===== src/rtl/regfile_2r1w_sb.sv =====
// regfile_2r1w_sb
//   Architectural integer register file (N_REGS x N_BITS) with two
//   combinational read ports, one write port fed by the W stage, and a
//   per-register scoreboard of in-flight writes giving decode a RAW stall.
//
//   Optional feature macro: RF_BYPASS_EN
//     defined   - same-cycle write-through to the read ports, and busy uses
//                 the post-write-back count.
//     undefined - reads and busy reflect registered state only.
//
// Ports
//   clk, rst_n           core clock, async active-low reset
//   wr_en/wr_addr/wr_data write-back from W stage
//   rs1_addr/rs2_addr     read addresses; rs1_data/rs2_data combinational
//   iss_en/iss_rd         decode issues an instruction writing iss_rd
//   rs1_busy/rs2_busy     read register has writes in flight
//   stall                 RAW hazard or issue target counter saturated
//   sb_err                sticky: write-back to a register with no write in flight
module regfile_2r1w_sb #(
  parameter int N_BITS   = 32,
  parameter int N_REGS   = 32,
  parameter int SB_CNT_W = 2,
  localparam int AW      = $clog2(N_REGS)
) (
  input  logic              clk,
  input  logic              rst_n,
  input  logic              wr_en,
  input  logic [AW-1:0]     wr_addr,
  input  logic [N_BITS-1:0] wr_data,
  input  logic [AW-1:0]     rs1_addr,
  input  logic [AW-1:0]     rs2_addr,
  output logic [N_BITS-1:0] rs1_data,
  output logic [N_BITS-1:0] rs2_data,
  input  logic              iss_en,
  input  logic [AW-1:0]     iss_rd,
  output logic              rs1_busy,
  output logic              rs2_busy,
  output logic              stall,
  output logic              sb_err
);

  localparam logic [SB_CNT_W-1:0] CNT_MAX = {SB_CNT_W{1'b1}};

  logic [N_BITS-1:0]   regs_q [N_REGS];
  logic [N_BITS-1:0]   regs_d [N_REGS];
  logic [SB_CNT_W-1:0] cnt_q  [N_REGS];
  logic [SB_CNT_W-1:0] cnt_d  [N_REGS];
  logic                sb_err_q, sb_err_d;

  logic wr_vld;
  assign wr_vld = wr_en && (wr_addr != '0);

  // Next state: data write, per-register counters, sticky underflow flag.
  // Entry 0 is never written, so it stays at its reset value of zero.
  always_comb begin
    logic inc, dec;
    regs_d   = regs_q;
    cnt_d    = cnt_q;
    sb_err_d = sb_err_q;
    inc      = 1'b0;
    dec      = 1'b0;
    if (wr_vld) regs_d[wr_addr] = wr_data;
    for (int r = 1; r < N_REGS; r++) begin
      inc = iss_en && (iss_rd == AW'(r)) && (cnt_q[r] != CNT_MAX);
      dec = wr_en && (wr_addr == AW'(r)) && (cnt_q[r] != '0);
      if (inc && !dec)      cnt_d[r] = cnt_q[r] + 1'b1;
      else if (dec && !inc) cnt_d[r] = cnt_q[r] - 1'b1;
    end
    if (wr_vld && (cnt_q[wr_addr] == '0)) sb_err_d = 1'b1;
  end

  always_ff @(posedge clk or negedge rst_n) begin
    if (!rst_n) begin
      for (int r = 0; r < N_REGS; r++) begin
        regs_q[r] <= '0;
        cnt_q[r]  <= '0;
      end
      sb_err_q <= 1'b0;
    end else begin
      regs_q   <= regs_d;
      cnt_q    <= cnt_d;
      sb_err_q <= sb_err_d;
    end
  end

`ifdef RF_BYPASS_EN
  // Busy drops in the same cycle as the write-back that retires the last
  // in-flight write, unless an issue to the same register refills it.
  function automatic logic busy_f(input logic [AW-1:0] a, input logic [SB_CNT_W-1:0] c);
    logic wr_hit, iss_hit;
    wr_hit  = wr_en && (wr_addr == a) && (a != '0);
    iss_hit = iss_en && (iss_rd == a);
    return (c != '0) && !((c == SB_CNT_W'(1)) && wr_hit && !iss_hit);
  endfunction

  assign rs1_data = (wr_vld && (wr_addr == rs1_addr)) ? wr_data : regs_q[rs1_addr];
  assign rs2_data = (wr_vld && (wr_addr == rs2_addr)) ? wr_data : regs_q[rs2_addr];
  assign rs1_busy = busy_f(rs1_addr, cnt_q[rs1_addr]);
  assign rs2_busy = busy_f(rs2_addr, cnt_q[rs2_addr]);
`else
  assign rs1_data = regs_q[rs1_addr];
  assign rs2_data = regs_q[rs2_addr];
  assign rs1_busy = (cnt_q[rs1_addr] != '0);
  assign rs2_busy = (cnt_q[rs2_addr] != '0);
`endif

  // A saturated target drops the issue; the issuer must hold and retry.
  // cnt_q[0] never leaves zero, so x0 is never busy nor saturated.
  assign stall  = rs1_busy || rs2_busy || (iss_en && (cnt_q[iss_rd] == CNT_MAX));
  assign sb_err = sb_err_q;

endmodule

===== config.mk =====
export PLATFORM = sky130hd
export DESIGN_NAME = regfile_2r1w_sb
export DESIGN_NICKNAME = d
export VERILOG_FILES = /design/src/rtl/regfile_2r1w_sb.sv
export SDC_FILE = /design/constraint.sdc
export NUM_CORES = 2
export LEC_CHECK = 0
export CAP_MARGIN = 20
export CORE_MARGIN = 2
export CORE_UTILIZATION = 40
export CTS_CLUSTER_DIAMETER = 60
export CTS_CLUSTER_SIZE = 30
export DETAILED_ROUTE_END_ITERATION = 10
export DONT_BUFFER_PORTS = 1
export GPL_TIMING_DRIVEN = 0
export PLACE_DENSITY = 0.61
export SYNTH_ARGS = -nofsm -noshare
export SYNTH_HDL_FRONTEND = slang
export SYNTH_SLANG_ARGS = --single-unit

===== constraint.sdc =====
create_clock -name clk -period 5.45 [get_ports clk]
set_clock_uncertainty 0.05 [all_clocks]
set_input_delay 1.635 -clock clk [delete_from_list [all_inputs] [get_ports clk]]
set_output_delay 1.635 -clock clk [all_outputs]
set_load 0.02 [all_outputs]

# Word level (Yosys, flattened, before mapping)
# Cells that the tools add are included.
[op_classes]
n_addsub = 62
n_lt_le_gt_ge = 5
n_eq_ne = 94
mux = 83
bitwise = 4
reduce_logical = 320
[op_table]
columns = ["op", "count"]
rows = [
  ["$bwmux W1024", 1],
  ["$bmux W32 S5", 2],
  ["$logic_and A1 B1 Y1", 190],
  ["$demux W32 S5", 1],
  ["$eq A5 B5 Y1 const B", 32],
  ["$mux W32", 5],
  ["$mux W2", 70],
  ["$reduce_bool A2 Y1", 64],
  ["$eq A5 B4 Y1 const B", 16],
  ["$add A2 B1 Y2 const B", 31],
  ["$logic_not A1 Y1", 62],
  ["$ne A2 B2 Y1 const B", 31],
  ["$sub A2 B1 Y2 const B", 31],
  ["$bmux W2 S5", 4],
  ["$eq A5 B3 Y1 const B", 8],
  ["$ge A6 B6 Y1 const B", 4],
  ["$not A5 Y6", 4],
  ["$eq A5 B2 Y1 const B", 4],
  ["$eq A5 B1 Y1 const B", 2],
  ["$lt A6 B1 Y1 const B", 1],
  ["$reduce_bool A5 Y1", 1],
  ["$eq A2 B2 Y1 const B", 1],
  ["$logic_not A2 Y1", 1],
  ["$logic_or A1 B1 Y1", 2],
]
[word_totals]
regBits = 1087
inputBits = 56

# Longest topological paths before layout
[depth]
depth_word = 7
ltp_mapped = 11

# Worst setup path after synthesis
# Ideal clock, no wire load.
[synth_path]
path_type = "input -> output"
startpoint = "input rs2_addr[0]"
endpoint = "output rs2_data[12]"
t_arrival_ns = 3.633
required_ns = 3.765
slack_ns = 0.132
path_stages = 5
path_buffers = 2
cell_sequence = "buf_2 > buf_1 > mux4_2 > mux4_2 > mux2_2"
[synth_via]
elab_chain_cells = 4
[synth_lines]
columns = ["item", "line_no", "source"]
rows = [
  ["from (decl)", "31", "input logic [AW-1:0] rs2_addr,"],
  ["$not A5 Y6 (implied by the code)", "102", "assign rs2_data = regs_q[rs2_addr];"],
  ["$bmux W32 S5", "102", ""],
  ["$mux W32 (implied by the code) (2 in series)", "102", ""],
  ["to (decl)", "33", "output logic [N_BITS-1:0] rs2_data,"],
]
# No other way between the ends. The select of a mux whose other input is x is not followed.

# Final worst setup path
[layout_path]
startpoint = "input rs2_addr[0]"
endpoint = "output rs2_data[0]"
# Same word-level chain as after synthesis.

==> summary.txt <==
Power and ir drop
  • Sequential Power Share: 0.445
  • Net Sw Power: 7.76 mW
  • Cell Int Power: 17.1 mW
  • Sw frac: 0.312
  • Logic gate share of total power: 0.239
  • Power per standard cell area: 374 nW/um^2
  • Peak supply drop: 279 uV
  • Pleak: 28.1 nW
  • Clk pwr share: 0.316

Logic synthesis
  • Post-synthesis sequential area ratio: 0.464
  • #FFs+latches synth: 1,087
  • Area of the mapped netlist: 58,700 sq um
  • Top_reg_cell synth: dfrtp_1
  • Yosys warns: 0
  • Mapped Cells: 3,706
  • Synth Area per Inst: 15.8 sq um
  • Asr flop ratio synth: 1.00
  • Post-synth EDFFs: 0
  • Synth unique cells: 45
  • Synth Net Count: 3,793

Timing
  • RSZ-0062 raised after global routing: yes
  • Worst rel slew slack: 0.190
  • Max Slew Vio Count: 0
  • Setup tns final: -0.0421 ns
  • Final worst setup slack: -0.0220 ns
  • Max Freq: 0.183 GHz
  • Period utilization: 1.00
  • Final Hold Fails: 0
  • Worst slew pin tran: 1.22 ns
  • Fin crit period: 5.47 ns
  • Final setup vio count: 3

Routing
  • Residual DRC count: 0
  • Vias/cell: 6.21
  • Initial DRC Count: 3,433
  • Post-DR wirelength/cell: 32.5 microns
  • DRT Wirelength: 190 mm
  • DR pass1 iterations: 5
  • Via count: 36,400
  • DRT antenna net count: 0

Layout
  • Fill cells: 12,800
  • Nets: 3,937
  • Multi-input logic area: 29,800 sq um
  • Layout area overhead: 13.3%
  • Fin area: 66,500 sq um
  • Fin cells: 5,857
  • Layout cells sized above 1: 0.545
  • Commonest non-fill, non-tap cell in the layout: dfrtp_1
  • Most frequent cells in the layout: dfrtp_1 (1,087), mux2_2 (1,020), mux4_2 (668)
  • Storage cell area: 27,200 sq um

Placement
  • Placed cells: 5,656
  • Post-DP HPWL: 134 mm
  • Port bufs: 0
  • GP Congestion: 0.868
  • Setup WS pre-CTS: -1.22 ns
  • DP Area: 61,600 sq um

Worst setup path
  • Max incr delay on CP: 0.55 ns
  • Crit start category: input port
  • Most used cell, CP: mux4_2
  • CP max FO: 10
  • Crit path buffers/inverters: 3
  • Crit path DAT: 3.79 ns
  • Critical Path RT: 3.76 ns
  • Crit path max-delay family: multiplexers
  • Crit-path slowest cell: mux4_2
  • Crit end category: output pin
  • Critical path cell sequence: buf_4 > buf_8 > buf_6 > mux4_2 > mux4_2 > mux2_2
  • Crit path kind: input port to output pin

CTS
  • TritonCTS buffer count: 102
  • H-tree depth: 3
  • CTS root buf: clkbuf_16
  • Clk_lat worst skew: 0.75 ns
  • Clock sink total: 1,087
  • CTS clk-pin slew, worst paths: 0.06 ns
  • Buffer depth of the longest clock path: 3
  • CTS tree: yes
  • Setup bufs post-CTS: 0

Floorplanning
  • Die footprint: 150,000 sq um
  • Top Ports: 124
  • Num rows: 140
  • Die X: 387 microns
  • Die Ht: 387 microns
  • Core Box Area: 146,000 sq um
  • Starting Density: 0.403

Global routing
  • Gr usage total: 0.256
  • Number of global-route vias before repair: 37,700
  • Antenna violations before repair: 6
  • Largest net degree at the start of global routing: 1,088
  • Total grt overflow: 0
  • First-pass GRT wire length: 275 mm

Min path
  • Hold crit path type: flip-flop to flip-flop

Run
  • Max_cap viols: 0

Status
  • Outcome: finished, violations left
  • Failing checks: negative setup slack
## timing repair
action                     in CTS  in global routing
setup endpoints to repair      67                 31
pin swaps                       1                  2
hold buffers                    0                  0
resized for setup             341                 25
## synth_stat cells, drive strengths merged, types with 2 or more instances
cell type / count / area (sq um)
a2111oi: 2 / 17.5
a211o: 2 / 17.5
a211oi: 41 / 308
a21oi: 10 / 50.1
a221oi: 5 / 43.8
a22oi: 5 / 37.5
buf: 198 / 931
clkbuf: 217 / 815
dfrtp: 1087 / 27200
ha: 31 / 388
mux2: 1026 / 11600
mux2i: 4 / 40.0
mux4: 668 / 15000
nand2: 124 / 465
nand2b: 6 / 37.5
nand3: 7 / 35.0
nand3b: 2 / 15.0
nor2: 84 / 315
nor2b: 12 / 75.1
nor3: 23 / 115
nor3b: 4 / 30.0
o21ai: 21 / 105
or2: 11 / 68.8
or3: 7 / 43.8
xnor2: 31 / 272
xor2: 62 / 543
## kinds of logic (layout without fill, tap and decap cells)
family | count (synthesis) | after routing | share of synthesized area
flops | 1087 | 1087 | 0.464
buf+inv | 416 | 649 | 0.0298
compound gates | 94 | 94 | 0.0109
fa+ha+maj | 31 | 31 | 0.00661
other cells | 0 | 1 | 0
xor+xnor | 93 | 93 | 0.0139
simple gates | 287 | 287 | 0.0213
mux | 1698 | 1698 | 0.454
## power groups by stage
stage          combinational (mW)  sequential (mW)  clock (mW)
2_1_floorplan                4.46             10.7           0
3_3_place_gp                 5.53             11.1           0
3_5_place_dp                 5.67             11.2           0
4_1_cts                      5.77             11.0        7.99
5_1_grt                      6.31             11.3        8.31
6_report                     5.95             11.1        7.86
## layout make-up
class / instances / area share
Timing Repair Buffer: 41 / 0.0116
Clock inverter: 85 / 0.0163
Multi-Input combinational cell: 2203 / 0.448
Sequential cell: 1087 / 0.409
Tap cell: 1917 / 0.0361
Clock buffer: 108 / 0.0389
Inverter: 1 / 0.0000565
Antenna cell: 1 / 0.0000376
Buffer: 414 / 0.0394
## routing by layer
layer	vias to the layer above	track usage	share of wire	wire (microns)
li1	14600	-	-	-
met4	8	0.0980	0.039	7470
met3	369	0.0656	0.081	15400
met1	20000	0.341	0.41	77800
met5	-	0	0.00028	54
met2	1350	0.403	0.47	89500
## worst paths after layout
kind | startpoint | end | slack (ns) | cells after the start
worst max register to register | cnt_q[0]$_DFFE_PN0P_ | sb_err$_DFFE_PN0P_ | 3.06 | 6
min in group asynchronous | rst_n | regs_q[185]$_DFFE_PN0P_ | 0.53 | 0
worst min register to register | regs_q[1003]$_DFFE_PN0P_ | regs_q[1003]$_DFFE_PN0P_ | 0.43 | 1
worst max-delay path | rs2_addr[0] | rs2_data[0] | -0.02 | 6
worst min-delay path | regs_q[1003]$_DFFE_PN0P_ | regs_q[1003]$_DFFE_PN0P_ | 0.43 | 1
max in group asynchronous | rst_n | regs_q[325]$_DFFE_PN0P_ | 2.17 | 3
## state kept, by name (all words and copies together) (netlist names)
name    count
cnt_q      62
regs_q   1024
sb_err      1
## metrics by stage
| step | hold WS, ns | utilization | power [mW] |
|---|---|---|---|
| after floorplan | 0.391 | - | 15.2 |
| after detailed placement | 0.413 | 0.423 | 16.8 |
| after global placement | 0.402 | 0.419 | 16.6 |
| after global routing | 0.451 | 0.456 | 25.9 |
| after CTS | 0.434 | 0.454 | 24.8 |
| final | 0.430 | 0.456 | 24.9 |
Power figures use the tool's default switching activity.
